--- src/rtl/isa_pkg.sv ---
// Shared MIPS ISA definitions: mnemonic codes, opcode/funct values, field
// positions, and small word-assembly helpers used by the encoder (and by the
// control decoder that consumes these words).
package isa_pkg;

    // Mnemonic codes presented on the encoder request port
    typedef enum logic [4:0] {
        MN_ADD  = 5'd0,
        MN_SUB  = 5'd1,
        MN_AND  = 5'd2,
        MN_OR   = 5'd3,
        MN_SLT  = 5'd4,
        MN_SRL  = 5'd5,
        MN_XOR  = 5'd6,
        MN_LW   = 5'd7,
        MN_SW   = 5'd8,
        MN_BEQ  = 5'd9,
        MN_BNE  = 5'd10,
        MN_J    = 5'd11,
        MN_ADDI = 5'd12,
        MN_ANDI = 5'd13,
        MN_ORI  = 5'd14,
        MN_SLTI = 5'd15,
        MN_XORI = 5'd16,
        MN_LUI  = 5'd17,
        MN_LI   = 5'd18
    } mnem_e;

    // Primary opcodes
    localparam logic [5:0] OPC_RTYPE = 6'h00;
    localparam logic [5:0] OPC_J     = 6'h02;
    localparam logic [5:0] OPC_BEQ   = 6'h04;
    localparam logic [5:0] OPC_BNE   = 6'h05;
    localparam logic [5:0] OPC_ADDI  = 6'h08;
    localparam logic [5:0] OPC_SLTI  = 6'h0A;
    localparam logic [5:0] OPC_ANDI  = 6'h0C;
    localparam logic [5:0] OPC_ORI   = 6'h0D;
    localparam logic [5:0] OPC_XORI  = 6'h0E;
    localparam logic [5:0] OPC_LUI   = 6'h0F;
    localparam logic [5:0] OPC_LW    = 6'h23;
    localparam logic [5:0] OPC_SW    = 6'h2B;

    // R-type function codes
    localparam logic [5:0] FUNCT_SRL = 6'h02;
    localparam logic [5:0] FUNCT_ADD = 6'h20;
    localparam logic [5:0] FUNCT_SUB = 6'h22;
    localparam logic [5:0] FUNCT_AND = 6'h24;
    localparam logic [5:0] FUNCT_OR  = 6'h25;
    localparam logic [5:0] FUNCT_XOR = 6'h26;
    localparam logic [5:0] FUNCT_SLT = 6'h2A;

    // Least-significant bit of each instruction field
    localparam int OP_LSB    = 26;
    localparam int RS_LSB    = 21;
    localparam int RT_LSB    = 16;
    localparam int RD_LSB    = 11;
    localparam int SHAMT_LSB = 6;

    function automatic logic [31:0] enc_r(input logic [4:0] rs, input logic [4:0] rt,
                                          input logic [4:0] rd, input logic [4:0] shamt,
                                          input logic [5:0] funct);
        enc_r = (32'(OPC_RTYPE) << OP_LSB) | (32'(rs) << RS_LSB) | (32'(rt) << RT_LSB) |
                (32'(rd) << RD_LSB) | (32'(shamt) << SHAMT_LSB) | 32'(funct);
    endfunction

    function automatic logic [31:0] enc_i(input logic [5:0] opc, input logic [4:0] rs,
                                          input logic [4:0] rt, input logic [15:0] imm);
        enc_i = (32'(opc) << OP_LSB) | (32'(rs) << RS_LSB) | (32'(rt) << RT_LSB) | 32'(imm);
    endfunction

    function automatic logic [31:0] enc_j(input logic [25:0] target);
        enc_j = (32'(OPC_J) << OP_LSB) | 32'(target);
    endfunction

endpackage

--- src/rtl/instr_pack.sv ---
// Combinational mnemonic-to-word packer. For LI it returns the leading LUI
// half and raises is_li; the caller builds the trailing ORI.
// Build option: LI_PSEUDO_EN makes LI legal; otherwise it is flagged illegal.
module instr_pack
    import isa_pkg::*;
(
    input  logic [4:0]  op,
    input  logic [4:0]  rs,
    input  logic [4:0]  rt,
    input  logic [4:0]  rd,
    input  logic [31:0] imm,
    input  logic [25:0] target,
    output logic [31:0] word,
    output logic        illegal,
    output logic        is_li
);

    // Select the field layout for the requested mnemonic
    always_comb begin
        word    = '0;
        illegal = 1'b0;
        is_li   = 1'b0;
        case (mnem_e'(op))
            MN_ADD:  word = enc_r(rs, rt, rd, 5'd0, FUNCT_ADD);
            MN_SUB:  word = enc_r(rs, rt, rd, 5'd0, FUNCT_SUB);
            MN_AND:  word = enc_r(rs, rt, rd, 5'd0, FUNCT_AND);
            MN_OR:   word = enc_r(rs, rt, rd, 5'd0, FUNCT_OR);
            MN_SLT:  word = enc_r(rs, rt, rd, 5'd0, FUNCT_SLT);
            MN_XOR:  word = enc_r(rs, rt, rd, 5'd0, FUNCT_XOR);
            MN_SRL:  word = enc_r(5'd0, rt, rd, imm[4:0], FUNCT_SRL);
            MN_LW:   word = enc_i(OPC_LW, rs, rt, imm[15:0]);
            MN_SW:   word = enc_i(OPC_SW, rs, rt, imm[15:0]);
            MN_BEQ:  word = enc_i(OPC_BEQ, rs, rt, imm[15:0]);
            MN_BNE:  word = enc_i(OPC_BNE, rs, rt, imm[15:0]);
            MN_ADDI: word = enc_i(OPC_ADDI, rs, rt, imm[15:0]);
            MN_ANDI: word = enc_i(OPC_ANDI, rs, rt, imm[15:0]);
            MN_ORI:  word = enc_i(OPC_ORI, rs, rt, imm[15:0]);
            MN_SLTI: word = enc_i(OPC_SLTI, rs, rt, imm[15:0]);
            MN_XORI: word = enc_i(OPC_XORI, rs, rt, imm[15:0]);
            MN_LUI:  word = enc_i(OPC_LUI, 5'd0, rt, imm[15:0]);
            MN_J:    word = enc_j(target);
            MN_LI: begin
                word  = enc_i(OPC_LUI, 5'd0, rt, imm[31:16]);
                is_li = 1'b1;
`ifndef LI_PSEUDO_EN
                illegal = 1'b1;
`endif
            end
            default: illegal = 1'b1;
        endcase
    end

endmodule

--- src/rtl/instr_encoder.sv ---
// Streaming MIPS instruction encoder: accepts mnemonic requests and writes
// one encoded word per cycle into instruction memory at an auto-incrementing
// address, stopping (never wrapping) when the memory is full.
// Build option: LI_PSEUDO_EN enables the two-word LI pseudo-instruction
// (LUI + ORI) and the LI2 state; without it LI is treated as illegal.
module instr_encoder
    import isa_pkg::*;
#(
    parameter int ADDR_W = 8
) (
    input  logic              clk,
    input  logic              rst,
    input  logic              start,
    input  logic              in_valid,
    output logic              in_ready,
    input  logic [4:0]        in_op,
    input  logic [4:0]        in_rs,
    input  logic [4:0]        in_rt,
    input  logic [4:0]        in_rd,
    input  logic [31:0]       in_imm,
    input  logic [25:0]       in_target,
    output logic              imem_we,
    output logic [ADDR_W-1:0] imem_addr,
    output logic [31:0]       imem_wdata,
    output logic [ADDR_W:0]   word_count,
    output logic              full,
    output logic              err_illegal
);

    localparam logic [ADDR_W-1:0] LAST_ADDR = {ADDR_W{1'b1}};

`ifdef LI_PSEUDO_EN
    typedef enum logic {ST_RUN = 1'b0, ST_LI2 = 1'b1} state_e;
`else
    typedef enum logic {ST_RUN = 1'b0} state_e;
`endif

    state_e              state_q, state_d;
    logic [ADDR_W-1:0]   ptr_q, ptr_d;
    logic [ADDR_W:0]     count_q, count_d;
    logic                full_q, full_d;
    logic                err_q, err_d;
    logic                we_q, we_d;
    logic [ADDR_W-1:0]   addr_q, addr_d;
    logic [31:0]         wdata_q, wdata_d;
`ifdef LI_PSEUDO_EN
    logic [4:0]          li_rt_q, li_rt_d;
    logic [15:0]         li_lo_q, li_lo_d;
`endif

    logic [31:0] pk_word;
    logic        pk_illegal;
    logic        pk_is_li;
    logic        hs;
    logic        write;
    logic [31:0] wr_word;

    instr_pack u_pack (
        .op      (in_op),
        .rs      (in_rs),
        .rt      (in_rt),
        .rd      (in_rd),
        .imm     (in_imm),
        .target  (in_target),
        .word    (pk_word),
        .illegal (pk_illegal),
        .is_li   (pk_is_li)
    );

    assign in_ready = !start && !full_q && (state_q == ST_RUN);
    assign hs       = in_valid && in_ready;

    // Next-state: start/abort, LI second half, request consumption, pointer advance
    always_comb begin
        state_d = state_q;
        ptr_d   = ptr_q;
        count_d = count_q;
        full_d  = full_q;
        err_d   = err_q;
        we_d    = 1'b0;
        addr_d  = addr_q;
        wdata_d = wdata_q;
        write   = 1'b0;
        wr_word = '0;
`ifdef LI_PSEUDO_EN
        li_rt_d = li_rt_q;
        li_lo_d = li_lo_q;
`endif
        if (start) begin
            state_d = ST_RUN;
            ptr_d   = '0;
            count_d = '0;
            full_d  = 1'b0;
            err_d   = 1'b0;
        end
`ifdef LI_PSEUDO_EN
        else if (state_q == ST_LI2) begin
            write   = 1'b1;
            wr_word = enc_i(OPC_ORI, li_rt_q, li_rt_q, li_lo_q);
            state_d = ST_RUN;
        end
`endif
        else if (hs) begin
`ifdef LI_PSEUDO_EN
            // LI needs two free slots; with only the last one left it is rejected
            if (pk_illegal || (pk_is_li && ptr_q == LAST_ADDR)) begin
                err_d = 1'b1;
            end else begin
                write   = 1'b1;
                wr_word = pk_word;
                if (pk_is_li) begin
                    state_d = ST_LI2;
                    li_rt_d = in_rt;
                    li_lo_d = in_imm[15:0];
                end
            end
`else
            if (pk_illegal || pk_is_li) begin
                err_d = 1'b1;
            end else begin
                write   = 1'b1;
                wr_word = pk_word;
            end
`endif
        end

        // The pointer parks on the last address once it has been written
        if (write) begin
            we_d    = 1'b1;
            addr_d  = ptr_q;
            wdata_d = wr_word;
            count_d = count_q + (ADDR_W+1)'(1);
            if (ptr_q == LAST_ADDR) begin
                full_d = 1'b1;
            end else begin
                ptr_d = ptr_q + ADDR_W'(1);
            end
        end
    end

    // State and output registers with synchronous reset
    always_ff @(posedge clk) begin
        if (rst) begin
            state_q <= ST_RUN;
            ptr_q   <= '0;
            count_q <= '0;
            full_q  <= 1'b0;
            err_q   <= 1'b0;
            we_q    <= 1'b0;
            addr_q  <= '0;
            wdata_q <= '0;
`ifdef LI_PSEUDO_EN
            li_rt_q <= '0;
            li_lo_q <= '0;
`endif
        end else begin
            state_q <= state_d;
            ptr_q   <= ptr_d;
            count_q <= count_d;
            full_q  <= full_d;
            err_q   <= err_d;
            we_q    <= we_d;
            addr_q  <= addr_d;
            wdata_q <= wdata_d;
`ifdef LI_PSEUDO_EN
            li_rt_q <= li_rt_d;
            li_lo_q <= li_lo_d;
`endif
        end
    end

    assign imem_we     = we_q;
    assign imem_addr   = addr_q;
    assign imem_wdata  = wdata_q;
    assign word_count  = count_q;
    assign full        = full_q;
    assign err_illegal = err_q;

endmodule

--- config.mk ---
export PLATFORM = sky130hd
export DESIGN_NAME = instr_encoder
export DESIGN_NICKNAME = d
export VERILOG_FILES = /design/src/rtl/isa_pkg.sv /design/src/rtl/instr_pack.sv /design/src/rtl/instr_encoder.sv
export SDC_FILE = /design/constraint.sdc
export NUM_CORES = 1
export LEC_CHECK = 0
export CORE_UTILIZATION = 42
export CTS_CLUSTER_DIAMETER = 50
export CTS_CLUSTER_SIZE = 10
export DETAILED_ROUTE_END_ITERATION = 6
export PLACE_DENSITY = 0.92
export SLEW_MARGIN = 20
export SYNTH_ARGS = -nofsm -noshare
export SYNTH_HDL_FRONTEND = slang
export SYNTH_SLANG_ARGS = --single-unit
--- constraint.sdc ---
create_clock -name clk -period 2.7 [get_ports clk]
set_clock_uncertainty 0.15 [all_clocks]
set_input_delay 0.54 -clock clk [delete_from_list [all_inputs] [get_ports clk]]
set_output_delay 0.54 -clock clk [all_outputs]
set_load 0.005 [all_outputs]
==> results of run 1 <==
logic make-up (layout without fill, tap and decap cells):
group	count (synthesis)	after routing	share of synthesized area (%)
mux	2	2	0.7185
other cells	1	1	0.1267
fa+ha+maj	2	2	0.8452
buf+inv	31	169	5.325
compound gates	106	106	27.01
xor+xnor	9	9	2.663
simple gates	140	140	23.42
flops	59	59	39.90
worst paths after layout:
check / endpoint / slack [ps] / cells after the start
setup / recovery: imem_wdata[23] / 270 / 8
hold reg to reg: imem_addr[3] / 300 / 2
hold / removal: imem_addr[3] / 300 / 2
setup reg to reg: ptr_q[7] / 820 / 4
state kept, by name, summed over array words and instances, names as in the netlist:
name	flops
imem_wdata	31
word_count	9
imem_addr	8
ptr_q	8
err_illegal	1
full	1
imem_we	1
metrics by stage:
step                instance area (sq um)  worst slack [ps]
floorplan                            2960             629.3
global placement                     4394             108.8
detailed placement                   4394             7.499
CTS                                  4618             309.9
global route                         4618             212.0
finish                               4618             274.8
tightest hold or removal path, cell delays in order (launching register included):
cell	delay [ps]
dfxtp_1	310
nand2_1	50
a21oi_1	50
cell type report:
cell class	instances	area, sq um
Timing Repair Buffer	151	1464
Clock inverter	7	100.1
Clock buffer	9	123.9
Multi-Input combinational cell	260	1622
Fill cell	547	2176
Sequential cell	59	1181
Tap cell	96	120.1
Inverter	2	7.507
per-layer routing:
metal	vias up	share of wire (%)	track usage [%]	wire [um]
met5	-	0	0	0
li1	1583	-	-	-
met4	0	1.5	10.61	136
met2	150	50	44.59	4636
met3	13	6.8	5.294	628
met1	1546	42	30.33	3851
synth_stat cells, types with 3 or more instances:
cell / number
buf_2: 9
nor4_1: 3
clkbuf_1: 13
a21oi_1: 23
a22oi_1: 6
nand4_1: 4
xor2_1: 4
o311ai_0: 3
a211oi_1: 25
nand2_1: 29
a2bb2oi_1: 6
nor2b_1: 7
nand2b_1: 5
nor2_1: 50
nand4b_1: 3
dfxtp_1: 59
nor3_1: 10
a32oi_1: 10
buf_4: 6
or3_1: 4
a222oi_1: 7
o21ai_0: 6
xnor2_1: 5
a311oi_1: 3
nand3_1: 10
power groups by stage:
stage / logic, W / registers (W) / clock network, W
4_1_cts: 0.000387 / 0.000915 / 0.000915
5_1_grt: 0.000417 / 0.000918 / 0.000957
2_1_floorplan: 0.000160 / 0.000934 / 0
3_3_place_gp: 0.000375 / 0.000934 / 0
3_5_place_dp: 0.000384 / 0.000935 / 0
6_report: 0.000389 / 0.000915 / 0.000902
==> flow_summary_export.csv, run 1 <==
group,metric,value,unit
timing,setup-tns-final,0,ps
power_and_ir_drop,ir_drop,280.9,uV
synth,yosysWarnings,0,
route,num_vias,3292,
setup_path,r2r_start,"ptr_q[2]",
timing,rsz0062_at_grt,"no",
timing,final.min_clock_period,2425,ps
final_layout,final_common_cell,"clkdlybuf4s50_1",
final_layout,antennaDiodeCount,0,
clock_network,numCtsBuffers,9,
clock_network,tritoncts,"built",
placement,dp_hpwl,6748,um
timing,holdWs,304.1,ps
setup_path,slowest_stage,"clkdlybuf4s50_1",
route,wl,9252,um
global_route,grt_antenna_before_repair,0,
timing,worst_slew_pin_slew,552.6,ps
synth,syn_area_per_cell,8.458,sq um
power_and_ir_drop,p_per_area,477.7,nW/um^2
synth,ys_top_cells_by_area,"dfxtp_1 40%, a211oi_1 6.3%, nor2_1 6.3%",
floorplan,rows,30,
power_and_ir_drop,power_switching,0.0005594,W
clock_network,clockBufferDepth,2,
power_and_ir_drop,seqPwrFrac,41.5,%
synth,yosysSeqAreaShare,39.90,%
setup_path,critPathArrivalTime,2510,ps
power_and_ir_drop,p_sw_share,25.36,%
synth,synth_top_area_cell,"dfxtp_1",
setup_path,start_kind,"primary input",
floorplan,io_pins,135,
final_layout,instances_no_fill,584,
final_layout,final_core_util,67.97,%
clock_network,hold_buffers,0,
setup_path,crit_type,"primary input to flop",
route,drc_errors,0,
timing,slew_viol_final,0,
setup_path,crit_path_max_incr_delay,600,ps
floorplan,die-area,7388,sq um
synth,synth_seq_cells,59,
synth,syn_area,2960,sq um
global_route,grt_max_degree,46,
final_layout,layout_common_cells,"123 x clkdlybuf4s50_1, 59 x dfxtp_1, 50 x nor2_1",
timing,hold_viol_final,0,
setup_path,crit_chain,"clkdlybuf4s50_1 -> buf_4 -> and4b_1 -> nor2b_1 -> buf_4 -> buf_4 -> a32oi_1 -> a211oi_1",
setup_path,critPathBufInv,4,
timing,relSlewSlack,63.16,%
power_and_ir_drop,power_frac_comb,17.6,%
timing,setup_viol,0,
synth,synth_top_flop_cell,"dfxtp_1",
global_route,grt_use_total,25.52,%
floorplan,die_height,85.96,um
timing,fmax,0.4123,GHz
route,first_pass_iters,5,
setup_path,cpMostUsedCell,"buf_4",
clock_network,clk_latency,340,ps
clock_network,post_cts_buffers,0,
setup_path,worst_ep_required_time,2780,ps
timing,period_share,89.82,%
clock_network,ctsResizeCount,0,
placement,place_congestion,0.8862,
min_path,hold_start,"imem_addr[3]",
setup_path,setup.worst_path.end_class,"flop",
setup_path,critPathMaxFanout,14,
synth,synth.distinct_cells,56,
placement,io_buffers,124,
clock_network,cts.clk_slew.worst_paths,70,ps
synth,synth_edf_count,0,
final_layout,drive_gt1_share,10.45,%
status,status,"completed",
synth,synth-async-reset-ratio,0,%
run,max-cap-violations,0,
power_and_ir_drop,leakage,1.606,nW
setup_path,cp_top_family,"buffers and inverters",
synth,synth_fp_nets,434,
clock_network,clock-sinks,59,
route,dr.first_iter.drc_count,183,
placement,placedCellCount,568,
power_and_ir_drop,cellInternalPower,0.001647,W
power_and_ir_drop,power,0.002206,W
clock_network,htreeDepth,3,
synth,synth_top_area_share,39.90,%
final_layout,fin_nets,567,
floorplan,die_w,85.96,um
final_layout,area_delta_synth_final,56.00,%
floorplan,coreArea,6794,sq um
global_route,first_global_vias,3133,
min_path,hp-class,"flop to flop",
route,ant_nets,0,
global_route,globalRouteOverflowTotal,0,
route,wl_per_cell,15.84,um
route,via_per_inst,5.637,
floorplan,start_util,43.57,%
clock_network,cts_root_buf,"clkbuf_8",
power_and_ir_drop,clkPwrFrac,40.9,%
global_route,grt_pass1_wl,14850,um
setup_path,critPathLaunch,"in_op[1]",
synth,syn_inst,350,
No activity file was read; power rests on OpenSTA's default activity.
==> run 2, diff against run 1 <==
PLACE_DENSITY = 0.88   (was 0.92)
==> run 2 against run 1 <==
Die area stayed put; total power is 5.7% lower; core utilization is 0.59 points lower; critical endpoint is now imem_wdata[10].
==> flow_summary_export.csv, run 2 (same netlist as run 1, synthesis figures left out) <==
group,metric,value,unit
status,status,"completed",
power_and_ir_drop,power_frac_comb,18.6,%
global_route,first_global_vias,3079,
final_layout,instances_no_fill,584,
placement,dp_hpwl,6565,um
route,drt-met1-wl,3494,um
setup_path,crit_type,"primary input to flop",
route,dr.first_iter.drc_count,148,
route,num_vias,3222,
timing,setup-tns-final,0,ps
setup_path,setup.worst_path.end_class,"flop",
setup_path,start_kind,"primary input",
floorplan,rows,30,
setup_path,worst_ep_required_time,2780,ps
clock_network,numCtsBuffers,9,
timing,setup_viol,0,
power_and_ir_drop,clkPwrFrac,37.4,%
placement,placed_area,4397,sq um
power_and_ir_drop,p_per_area,454.3,nW/um^2
floorplan,die-area,7388,sq um
timing,relSlewSlack,55.37,%
final_layout,final_common_cell,"clkdlybuf4s50_1",
clock_network,post_cts_buffers,0,
route,first_pass_iters,5,
min_path,hp-class,"flop to flop",
power_and_ir_drop,leakage,1.592,nW
global_route,grt_max_degree,36,
placement,place_congestion,0.8582,
final_layout,drive_gt1_share,10.25,%
timing,period_share,88.91,%
route,route.met3.wl,728,um
setup_path,critPathArrivalTime,2480,ps
route,wl_per_cell,15.07,um
timing,worst_slew_pin_slew,664.4,ps
route,wl,8801,um
clock_network,ctsResizeCount,0,
setup_path,critPathMaxFanout,9,
global_route,grt_pass1_wl,14320,um
final_layout,largest_register_ffs,31,
power_and_ir_drop,cellInternalPower,0.001561,W
clock_network,clk_latency,330,ps
floorplan,coreArea,6794,sq um
clock_network,htreeDepth,3,
global_route,globalRouteOverflowTotal,0,
route,routed.top_layer,"met4",
final_layout,antennaDiodeCount,0,
timing,final.min_clock_period,2401,ps
route,dr_wl_met2,4427,um
floorplan,start_util,43.57,%
floorplan,io_pins,135,
timing,fmax,0.4166,GHz
timing,rsz0062_at_grt,"no",
final_layout,layout_common_cells,"123 x clkdlybuf4s50_1, 59 x dfxtp_1, 50 x nor2_1",
clock_network,cts_root_buf,"clkbuf_8",
global_route,grt_use_total,24.30,%
timing,hold_viol_final,0,
clock_network,clockBufferDepth,2,
run,max-cap-violations,0,
power_and_ir_drop,seqPwrFrac,44.0,%
power_and_ir_drop,ir_drop,278.8,uV
clock_network,clock-sinks,59,
route,drc_errors,0,
placement,placedCellCount,570,
final_layout,fin_area,4578,sq um
floorplan,die_w,85.96,um
placement,io_buffers,124,
global_route,grt_antenna_before_repair,0,
final_layout,fin_nets,569,
power_and_ir_drop,p_sw_share,24.94,%
final_layout,area_delta_synth_final,54.65,%
power_and_ir_drop,power_switching,0.0005187,W
timing,slew_viol_final,0,
route,ant_nets,0,
clock_network,cts.clk_slew.worst_paths,70,ps
clock_network,hold_buffers,0,
route,via_per_inst,5.517,
clock_network,tritoncts,"built",
floorplan,die_height,85.96,um
run 2: power groups by stage:
stage | combinational, W | clock (W) | sequential [W]
after floorplan | 0.000160 | 0 | 0.000934
after global placement | 0.000378 | 0 | 0.000933
after detailed placement | 0.000386 | 0 | 0.000934
after CTS | 0.000387 | 0.000788 | 0.000915
after global routing | 0.000419 | 0.000831 | 0.000918
final | 0.000387 | 0.000778 | 0.000915
run 2: cell type report:
type,instances,area [sq um]
Clock inverter,3,40.04
Tap cell,96,120.1
Sequential cell,59,1181
Fill cell,573,2216
Inverter,2,7.507
Multi-Input combinational cell,260,1622
Clock buffer,11,141.4
Timing Repair Buffer,153,1466
run 2: layer usage:
metal | GRT usage, % | up-vias
met5 | 0 | -
met4 | 8.182 | 0
met3 | 8.181 | 13
met2 | 42.57 | 136
met1 | 27.58 | 1488
li1 | - | 1585
run 2: final timing paths:
kind	slack [ps]	to	cells past startpoint	start
worst max-delay path	300	imem_wdata[10]	5	in_op[3]
worst min-delay path	300	imem_addr[3]	2	imem_addr[3]
worst max register to register	880	ptr_q[0]	5	ptr_q[0]
worst min register to register	300	imem_addr[3]	2	imem_addr[3]
run 2: through the flow:
step / util, % / hold slack (ps) / total power [W] / setup slack (ps)
final: 67.38 / 301.8 / 0.002080 / 299.4
after global routing: 67.38 / 319.2 / 0.002167 / 219.5
after CTS: 67.38 / 305.3 / 0.002090 / 332.7
after detailed placement: 64.71 / 296.6 / 0.001320 / -30.81
after global placement: 64.71 / 291.8 / 0.001311 / 40.25
after floorplan: - / 302.7 / 0.001094 / 629.3
run 2: critical path, stage by stage:
cell and delay, ps:
clkdlybuf4s50_1 610, nand2b_1 290, nor3_1 570, a222oi_1 190, a211oi_1 280
